### src/rtl/dpi_stream_sequencer.sv
// -----------------------------------------------------------------------------
// dpi_stream_sequencer
//
// Upstream driver for the per-regex matcher wrappers. Packet bytes arrive with
// a flow key on the sop beat. The key is mapped to a 6-bit stream ID through a
// 64-entry flow table with FIFO eviction. The block then emits the sequence the
// wrappers consume:
//   load_state   (context restore pulse)
//   one WAIT cycle
//   char_in / char_in_vld for each accepted beat
//   EOP_DELAY idle cycles
//   eop          (finalise pulse)
//
// Parameters
//   NUM_REGEX : width of the per-stream enable mask (one bit per wrapper)
//   KEY_W     : flow key width
//   EOP_DELAY : idle cycles between the last char and eop; legal range 1..7
//
// Ports
//   clk, rst_n     : clock, synchronous active-low reset
//   pkt_vld        : input beat valid
//   pkt_ready      : beat accepted when pkt_vld & pkt_ready
//   pkt_data       : packet byte
//   pkt_sop        : first beat of packet; pkt_key is valid on this beat
//   pkt_eop        : last beat of packet; may coincide with pkt_sop
//   pkt_key        : flow key
//   cfg_wr         : enable-mask write strobe
//   cfg_addr       : stream ID to configure
//   cfg_data       : enable mask
//   stream_id      : stream of the current packet
//   new_stream_id  : stream freshly allocated (qualified by load_state)
//   load_state     : one-cycle restore pulse
//   enable         : enable mask of the current stream, held for the packet
//   char_in        : byte to matchers
//   char_in_vld    : char_in valid
//   eop            : one-cycle finalise pulse
//   pkt_count      : packets completed (wraps)
//   drop_count     : orphan beats dropped (wraps)
// -----------------------------------------------------------------------------
module dpi_stream_sequencer #(
  parameter int NUM_REGEX = 8,
  parameter int KEY_W     = 16,
  parameter int EOP_DELAY = 2
) (
  input  logic                 clk,
  input  logic                 rst_n,
  input  logic                 pkt_vld,
  output logic                 pkt_ready,
  input  logic [7:0]           pkt_data,
  input  logic                 pkt_sop,
  input  logic                 pkt_eop,
  input  logic [KEY_W-1:0]     pkt_key,
  input  logic                 cfg_wr,
  input  logic [5:0]           cfg_addr,
  input  logic [NUM_REGEX-1:0] cfg_data,
  output logic [5:0]           stream_id,
  output logic                 new_stream_id,
  output logic                 load_state,
  output logic [NUM_REGEX-1:0] enable,
  output logic [7:0]           char_in,
  output logic                 char_in_vld,
  output logic                 eop,
  output logic [15:0]          pkt_count,
  output logic [15:0]          drop_count
);

  localparam int          NUM_STREAMS = 64;
  // DRAIN holds the cycle that shows the last char plus EOP_DELAY idle cycles,
  // so the counter runs 0..EOP_DELAY before moving to EOP.
  localparam logic [2:0]  DRAIN_LAST  = 3'(EOP_DELAY);

  typedef enum logic [2:0] {
    IDLE,
    LOOKUP,
    LOAD,
    WAIT,
    STREAM,
    DRAIN,
    EOP
  } state_t;

  state_t state_q, state_d;

  // Flow table
  logic [KEY_W-1:0]     key_tab  [NUM_STREAMS];
  logic [NUM_STREAMS-1:0] valid_tab;
  logic [NUM_REGEX-1:0] mask_tab [NUM_STREAMS];
  logic [5:0]           alloc_ptr;

  // Sequencing state
  logic [2:0]           drain_cnt;
  logic                 got_beat;   // a beat of the current packet was taken

  // Lookup results
  logic                 lookup_hit;
  logic [5:0]           hit_idx;
  logic [5:0]           lookup_sid;

  logic                 beat_accept;

  assign beat_accept = pkt_vld & pkt_ready;

  // ---------------------------------------------------------------------------
  // Parallel key match. Scanning from the top down lets the lowest matching
  // index win if more than one entry ever matches.
  // ---------------------------------------------------------------------------
  always_comb begin
    lookup_hit = 1'b0;
    hit_idx    = '0;
    for (int i = NUM_STREAMS - 1; i >= 0; i--) begin
      if (valid_tab[i] && (key_tab[i] == pkt_key)) begin
        lookup_hit = 1'b1;
        hit_idx    = 6'(i);
      end
    end
  end

  assign lookup_sid = lookup_hit ? hit_idx : alloc_ptr;

  // ---------------------------------------------------------------------------
  // FSM next state and beat handshake
  // ---------------------------------------------------------------------------
  // NOTE: every signal assigned in this block gets a default first, so no path
  // leaves it unassigned and no latch is inferred.
  always_comb begin
    state_d   = state_q;
    pkt_ready = 1'b0;
    unique case (state_q)
      IDLE: begin
        if (pkt_vld) begin
          if (pkt_sop) begin
            // The sop beat stays on the bus; it is taken in STREAM.
            state_d = LOOKUP;
          end else begin
            // Orphan beat: swallow it.
            pkt_ready = 1'b1;
          end
        end
      end
      LOOKUP: state_d = LOAD;
      LOAD:   state_d = WAIT;
      WAIT:   state_d = STREAM;
      STREAM: begin
        if (pkt_vld && pkt_sop && got_beat) begin
          // Next packet started without an eop: close this one and leave the
          // new sop beat waiting for IDLE.
          state_d = DRAIN;
        end else begin
          pkt_ready = 1'b1;
          if (pkt_vld && pkt_eop) begin
            state_d = DRAIN;
          end
        end
      end
      DRAIN: begin
        if (drain_cnt == DRAIN_LAST) begin
          state_d = EOP;
        end
      end
      EOP:     state_d = IDLE;
      default: state_d = IDLE;
    endcase
  end

  assign load_state = (state_q == LOAD);
  assign eop        = (state_q == EOP);

  // ---------------------------------------------------------------------------
  // State, sequencing and output registers
  // ---------------------------------------------------------------------------
  // NOTE: sequential state is written with non-blocking assignments so every
  // register samples the pre-edge values, independent of statement order.
  always_ff @(posedge clk) begin
    if (!rst_n) begin
      state_q       <= IDLE;
      drain_cnt     <= '0;
      got_beat      <= 1'b0;
      stream_id     <= '0;
      new_stream_id <= 1'b0;
      enable        <= '0;
      char_in       <= '0;
      char_in_vld   <= 1'b0;
      pkt_count     <= '0;
      drop_count    <= '0;
    end else begin
      state_q <= state_d;

      if (state_q == DRAIN) begin
        drain_cnt <= drain_cnt + 3'd1;
      end else begin
        drain_cnt <= '0;
      end

      if (state_q == WAIT) begin
        got_beat <= 1'b0;
      end else if ((state_q == STREAM) && beat_accept) begin
        got_beat <= 1'b1;
      end

      if (state_q == LOOKUP) begin
        stream_id     <= lookup_sid;
        new_stream_id <= ~lookup_hit;
        // Mask read here is the value before any same-cycle cfg write, so a
        // write to the active stream only shows up on its next packet.
        enable        <= mask_tab[lookup_sid];
      end

      char_in_vld <= (state_q == STREAM) && beat_accept;
      if ((state_q == STREAM) && beat_accept) begin
        char_in <= pkt_data;
      end

      if ((state_q == IDLE) && beat_accept) begin
        drop_count <= drop_count + 16'd1;
      end

      if (state_q == EOP) begin
        pkt_count <= pkt_count + 16'd1;
      end
    end
  end

  // ---------------------------------------------------------------------------
  // Flow table valid bits and FIFO allocation pointer
  // ---------------------------------------------------------------------------
  always_ff @(posedge clk) begin
    if (!rst_n) begin
      valid_tab <= '0;
      alloc_ptr <= '0;
    end else if ((state_q == LOOKUP) && !lookup_hit) begin
      // Allocation always takes the oldest slot; a valid entry there is simply
      // evicted. The 6-bit pointer wraps at 64 by itself.
      valid_tab[alloc_ptr] <= 1'b1;
      alloc_ptr            <= alloc_ptr + 6'd1;
    end
  end

  // NOTE: key storage has no reset; an entry is only ever compared while its
  // valid bit is set, and valid_tab is cleared on reset. The masks do need a
  // reset (to all-ones), so they live in a separate reset flop array below.
  always_ff @(posedge clk) begin
    if (rst_n && (state_q == LOOKUP) && !lookup_hit) begin
      key_tab[alloc_ptr] <= pkt_key;
    end
  end

  // ---------------------------------------------------------------------------
  // Per-stream enable masks. Writable in any state; allocating a stream leaves
  // its mask untouched.
  // ---------------------------------------------------------------------------
  always_ff @(posedge clk) begin
    if (!rst_n) begin
      for (int i = 0; i < NUM_STREAMS; i++) begin
        mask_tab[i] <= '1;
      end
    end else if (cfg_wr) begin
      mask_tab[cfg_addr] <= cfg_data;
    end
  end

endmodule

### config.mk
export PLATFORM = sky130hd
export DESIGN_NAME = dpi_stream_sequencer
export DESIGN_NICKNAME = d
export VERILOG_FILES = /design/src/rtl/dpi_stream_sequencer.sv
export SDC_FILE = /design/constraint.sdc
export NUM_CORES = 2
export LEC_CHECK = 0
export BUFFER_PORTS_ARGS = -buffer_cell sky130_fd_sc_hd__buf_2
export CORE_MARGIN = 2
export CORE_UTILIZATION = 50
export CTS_CLUSTER_SIZE = 8
export DETAILED_ROUTE_END_ITERATION = 8
export PLACE_DENSITY = 0.68
export SYNTH_ARGS = -nofsm -noshare
export SYNTH_HDL_FRONTEND = slang
export SYNTH_SLANG_ARGS = --single-unit
### constraint.sdc
create_clock -name clk -period 8.97 [get_ports clk]
set_input_delay 2.691 -clock clk [delete_from_list [all_inputs] [get_ports clk]]
set_output_delay 2.691 -clock clk [all_outputs]
set_load 0.03 [all_outputs]
==> impl_results.html <==
<table>
<tr><th>Metric</th><th>Value</th></tr>
<tr><th colspan="2">Logic synthesis</th></tr>
<tr><td>Post-synthesis average cell area</td><td>13.4 um^2</td></tr>
<tr><td>Net count after synthesis</td><td>5866</td></tr>
<tr><td>Synthesized area</td><td>77800 um^2</td></tr>
<tr><td>Fraction of synthesized cell area taken by the top area cell type</td><td>0.593</td></tr>
<tr><td>Number of enable-type register cells in the synthesized netlist</td><td>1536</td></tr>
<tr><td>Async set or reset register ratio after synthesis</td><td>0</td></tr>
<tr><td>Most common cell in the synthesized netlist</td><td>edfxtp_1</td></tr>
<tr><td>Cell variety after synth</td><td>91</td></tr>
<tr><td>Synth area leaders</td><td>edfxtp_1 (59%), xor2_1 (6.1%), xnor2_1 (5.8%), dfxtp_1 (3.4%), or3_1 (3.2%)</td></tr>
<tr><td>Total number of yosys warnings</td><td>0</td></tr>
<tr><td>Primary flip-flop cell chosen by synthesis mapping</td><td>edfxtp_1</td></tr>
<tr><td>Cell count after synthesis</td><td>5817</td></tr>
<tr><td>Library cell with the largest summed area after synthesis</td><td>edfxtp_1</td></tr>
<tr><td>Count of state elements after synthesis</td><td>1669</td></tr>
<tr><td>Sequential cell area fraction in the yosys report</td><td>0.627</td></tr>
<tr><td>Leading post-synthesis cells by instance count</td><td>edfxtp_1 (1536), xor2_1 (541), xnor2_1 (518), or3_1 (400), nand2_1 (280)</td></tr>
<tr><th colspan="2">Worst setup path</th></tr>
<tr><td>Worst reg2reg path endpoint</td><td>enable[3]</td></tr>
<tr><td>Slowest stage cell, crit path</td><td>nor4_1</td></tr>
<tr><td>Reg-to-reg setup timing slack</td><td>3.41 ns</td></tr>
<tr><td>Maximum single-stage delay on the critical path</td><td>1.08 ns</td></tr>
<tr><td>Worst EP required</td><td>9.70 ns</td></tr>
<tr><td>Biggest fanout along the worst timing path</td><td>71</td></tr>
<tr><td>Data arrival time of the worst path</td><td>8.51 ns</td></tr>
<tr><td>Type of destination of the critical path</td><td>flip-flop</td></tr>
<tr><td>Crit start category</td><td>input port</td></tr>
<tr><td>Sequence of cells on the critical path</td><td>buf_6 &gt; buf_12 &gt; buf_4 &gt; xor2_1 &gt; nor4b_1 &gt; nand4_1 &gt; o22ai_1 &gt; nor4_1 &gt; nand4_1 &gt; nor2_1 &gt; a21oi_1 &gt; nand2_4 &gt; buf_12 &gt; and3_1 &gt; a22oi_1 &gt; o211ai_1 &gt; nor4_1 &gt; a211o_1</td></tr>
<tr><td>Worst reg2reg path startpoint</td><td>key_tab[55][7]</td></tr>
<tr><td>Type of the setup path with the least slack</td><td>in2reg</td></tr>
<tr><td>Depth of the worst register-to-register path</td><td>15</td></tr>
<tr><th colspan="2">Timing</th></tr>
<tr><td>Fmax</td><td>129 MHz</td></tr>
<tr><td>Final Max Slew Viols</td><td>0</td></tr>
<tr><td>Setup-violating endpoint count in the final report</td><td>0</td></tr>
<tr><td>Sum of negative setup slack</td><td>0 ns</td></tr>
<tr><td>Number of hold violations in the final report</td><td>0</td></tr>
<tr><td>Layout Skew</td><td>0.0780 ns</td></tr>
<tr><td>Worst slew margin relative to its limit</td><td>0.0676</td></tr>
<tr><td>RSZ-0062 raised after global routing</td><td>false</td></tr>
<tr><td>Final worst hold slack</td><td>0.446 ns</td></tr>
<tr><td>Min Tclk post-route</td><td>7.78 ns</td></tr>
<tr><td>Tightest Pin Transition</td><td>1.38 ns</td></tr>
<tr><td>Share of the cycle needed by the critical path after routing</td><td>0.867</td></tr>
<tr><th colspan="2">Pwr</th></tr>
<tr><td>P_sw</td><td>4090 uW</td></tr>
<tr><td>P_leak</td><td>0.0298 uW</td></tr>
<tr><td>Share of total power in the clock network</td><td>0.450</td></tr>
<tr><td>Internal power</td><td>13700 uW</td></tr>
<tr><td>Combinational group share of total power</td><td>0.063</td></tr>
<tr><td>Part of the power in registers</td><td>0.488</td></tr>
<tr><td>Power Density</td><td>202 nW/um^2</td></tr>
<tr><td>Switching share of power</td><td>0.230</td></tr>
<tr><td>Maximum ir drop on the vdd rail</td><td>0.205 mV</td></tr>
<tr><th colspan="2">Routing</th></tr>
<tr><td>Total Wirelength</td><td>210000 um</td></tr>
<tr><td>Starting DRC count in detailed routing</td><td>5139</td></tr>
<tr><td>DR vias/cell</td><td>6.07</td></tr>
<tr><td>Total via count in the routed design</td><td>50300</td></tr>
<tr><td>Detailed Routing Iterations Pass 1</td><td>6</td></tr>
<tr><td>Final antenna-violating net count</td><td>0</td></tr>
<tr><td># DRC</td><td>0</td></tr>
<tr><td>Avg WL per Cell</td><td>25.4 um</td></tr>
<tr><th colspan="2">GRT</th></tr>
<tr><td>Antenna violations before repair</td><td>4</td></tr>
<tr><td>Vias in the first global route</td><td>48900</td></tr>
<tr><td>First-pass GRT wire length</td><td>314000 um</td></tr>
<tr><td>Largest net degree at the start of global routing</td><td>73</td></tr>
<tr><td>Global Route Usage Sum</td><td>0.262</td></tr>
<tr><td>Remaining global-route overflow</td><td>0</td></tr>
<tr><th colspan="2">Final layout</th></tr>
<tr><td>Syn-to-layout area delta</td><td>13.5%</td></tr>
<tr><td>Ratio of cells with drive above 1 in the final layout</td><td>0.135</td></tr>
<tr><td>Non-filler instance count after layout</td><td>8292</td></tr>
<tr><td>Net count reported at finish</td><td>6123</td></tr>
<tr><th colspan="2">Run</th></tr>
<tr><td>MaxCap Viol Count</td><td>0</td></tr>
<tr><th colspan="2">Floorplan</th></tr>
<tr><td>Overall die width</td><td>398 um</td></tr>
<tr><td>Starting density of the core</td><td>0.505</td></tr>
<tr><td>Die area</td><td>159000 um^2</td></tr>
<tr><td>Cell Rows</td><td>144</td></tr>
<tr><td>CORE AREA</td><td>154000 um^2</td></tr>
<tr><td>Die Y-Extent</td><td>398 um</td></tr>
<tr><td>I/O pin count</td><td>103</td></tr>
<tr><th colspan="2">Clocking</th></tr>
<tr><td>TritonCTS Buffers</td><td>227</td></tr>
<tr><td>Post-CTS clock slew at the launch and capture registers of the worst setup and hold paths</td><td>0.06 ns</td></tr>
<tr><td>Buffer type at the clock tree root</td><td>clkbuf_16</td></tr>
<tr><td>H-tree levels</td><td>4</td></tr>
<tr><td>Number of resized instances in the post-cts repair step</td><td>0</td></tr>
<tr><td>CTS sink count</td><td>1669</td></tr>
<tr><td>Clock tree buffer depth</td><td>3</td></tr>
<tr><td>Clock insertion delay at the later pin of the skew report</td><td>0.85 ns</td></tr>
<tr><td>Count of buffers added by post-CTS timing repair for setup</td><td>0</td></tr>
<tr><td>Hold Buf Count CTS</td><td>0</td></tr>
<tr><td>Clock tree from TritonCTS</td><td>yes</td></tr>
<tr><th colspan="2">Hold path</th></tr>
<tr><td>Worst hold path depth</td><td>1</td></tr>
<tr><td>Origin of the worst min-delay path</td><td>drain_cnt[0]</td></tr>
<tr><td>Worst Hold Path EP</td><td>drain_cnt[0]</td></tr>
<tr><td>Path type of the worst min-delay path</td><td>reg2reg</td></tr>
<tr><th colspan="2">Placement</th></tr>
<tr><td>Number of port buffers</td><td>102</td></tr>
<tr><td>Detailed placer's ending HPWL</td><td>134000 um</td></tr>
<tr><td>Routability cong.</td><td>0.898</td></tr>
<tr><td>Placed cell count</td><td>7889</td></tr>
<tr><th colspan="2">Run status</th></tr>
<tr><td>Run status</td><td>finished, final reports clean</td></tr>
</table>
## critical path, delay by kind of cell
kind            cells  cell delay [ns]
simple gates        8             3.18
xor+xnor            1             0.31
compound gates      5             1.09
buf+inv             4             1.11
## cells by family after synthesis
group,after synthesis,share of synthesized area
xor gates and xnor gates,1059,0.119
adders and majority gates,5,0.000804
DFF,1669,0.627
muxes,269,0.0350
and+or+nand+nor,2061,0.157
buffers and inverters,367,0.0256
AOI/OAI and AO/OA,387,0.0353
## power by group through the flow
stage                     Sequential (uW)  Clock (uW)  Combinational [uW]
after floorplan                      8820           0                 663
after CTS                            8680        8100                1110
after detailed placement             8830           0                1100
after global routing                 8680        8410                1190
after global placement               8830           0                1090
final                                8680        8000                1120
## cell usage in the layout (no fill, tap or decap), types with 108 or more instances in the layout
master,synthesis,layout
clkbuf_16,0,227
xor2_1,541,541
nor2_1,219,218
or2_2,144,144
xnor2_1,518,518
buf_4,46,241
mux2i_1,244,244
edfxtp_1,1536,1536
or3_1,400,400
clkbuf_1,186,158
nor4_1,163,161
nand4_1,199,199
nand3_1,140,138
and3_1,108,108
nand2_1,280,275
dfxtp_1,133,133
## sequential cells by signal, summed over array words and instances, names as in the netlist
name	flops
key_tab	1024
mask_tab	512
valid_tab	64
drop_count	16
pkt_count	16
char_in	8
enable	8
alloc_ptr	6
stream_id	6
drain_cnt	3
state_q	3
char_in_vld	1
got_beat	1
new_stream_id	1
## per-stage QoR
step                 util  power, uW  setup slack [ns]  cell area, um^2
floorplan               -       9490              2.10            77800
global placement    0.530       9910             0.482            81700
detailed placement  0.530       9930             0.420            81700
CTS                 0.572      17900              1.31            88300
global route        0.572      18300              1.21            88300
finish              0.572      17800              1.19            88300
## area by class of cell
type	count	area, um^2
Tap cell	2044	2560
Timing Repair Buffer	380	3170
Sequential cell	1669	48800
Inverter	15	56.3
Clock buffer	387	6300
Clock inverter	15	304
Antenna cell	1	2.50
Fill cell	12300	65900
Multi-Input combinational cell	3781	27100
## per-layer routing
metal  track usage  vias up  routed length, um
met2         0.414     2321              97800
met1         0.365    25100              88200
met4        0.0943        0               7550
li1              -    22500                  -
met3        0.0444      454              16900
met5             0        -                  0
## worst max-delay path by stage
| stage | start | endpoint | cells past startpoint |
|---|---|---|---|
| after floorplan | pkt_key[15] | key_tab[63][0] | 15 |
| after global placement | pkt_key[10] | enable[3] | 18 |
| after detailed placement | pkt_key[10] | enable[3] | 18 |
| after CTS | pkt_key[10] | enable[3] | 18 |
| after global routing | pkt_key[10] | enable[3] | 18 |
| final | pkt_key[10] | enable[3] | 18 |
Note: power is estimated with default switching activity, not from simulation.
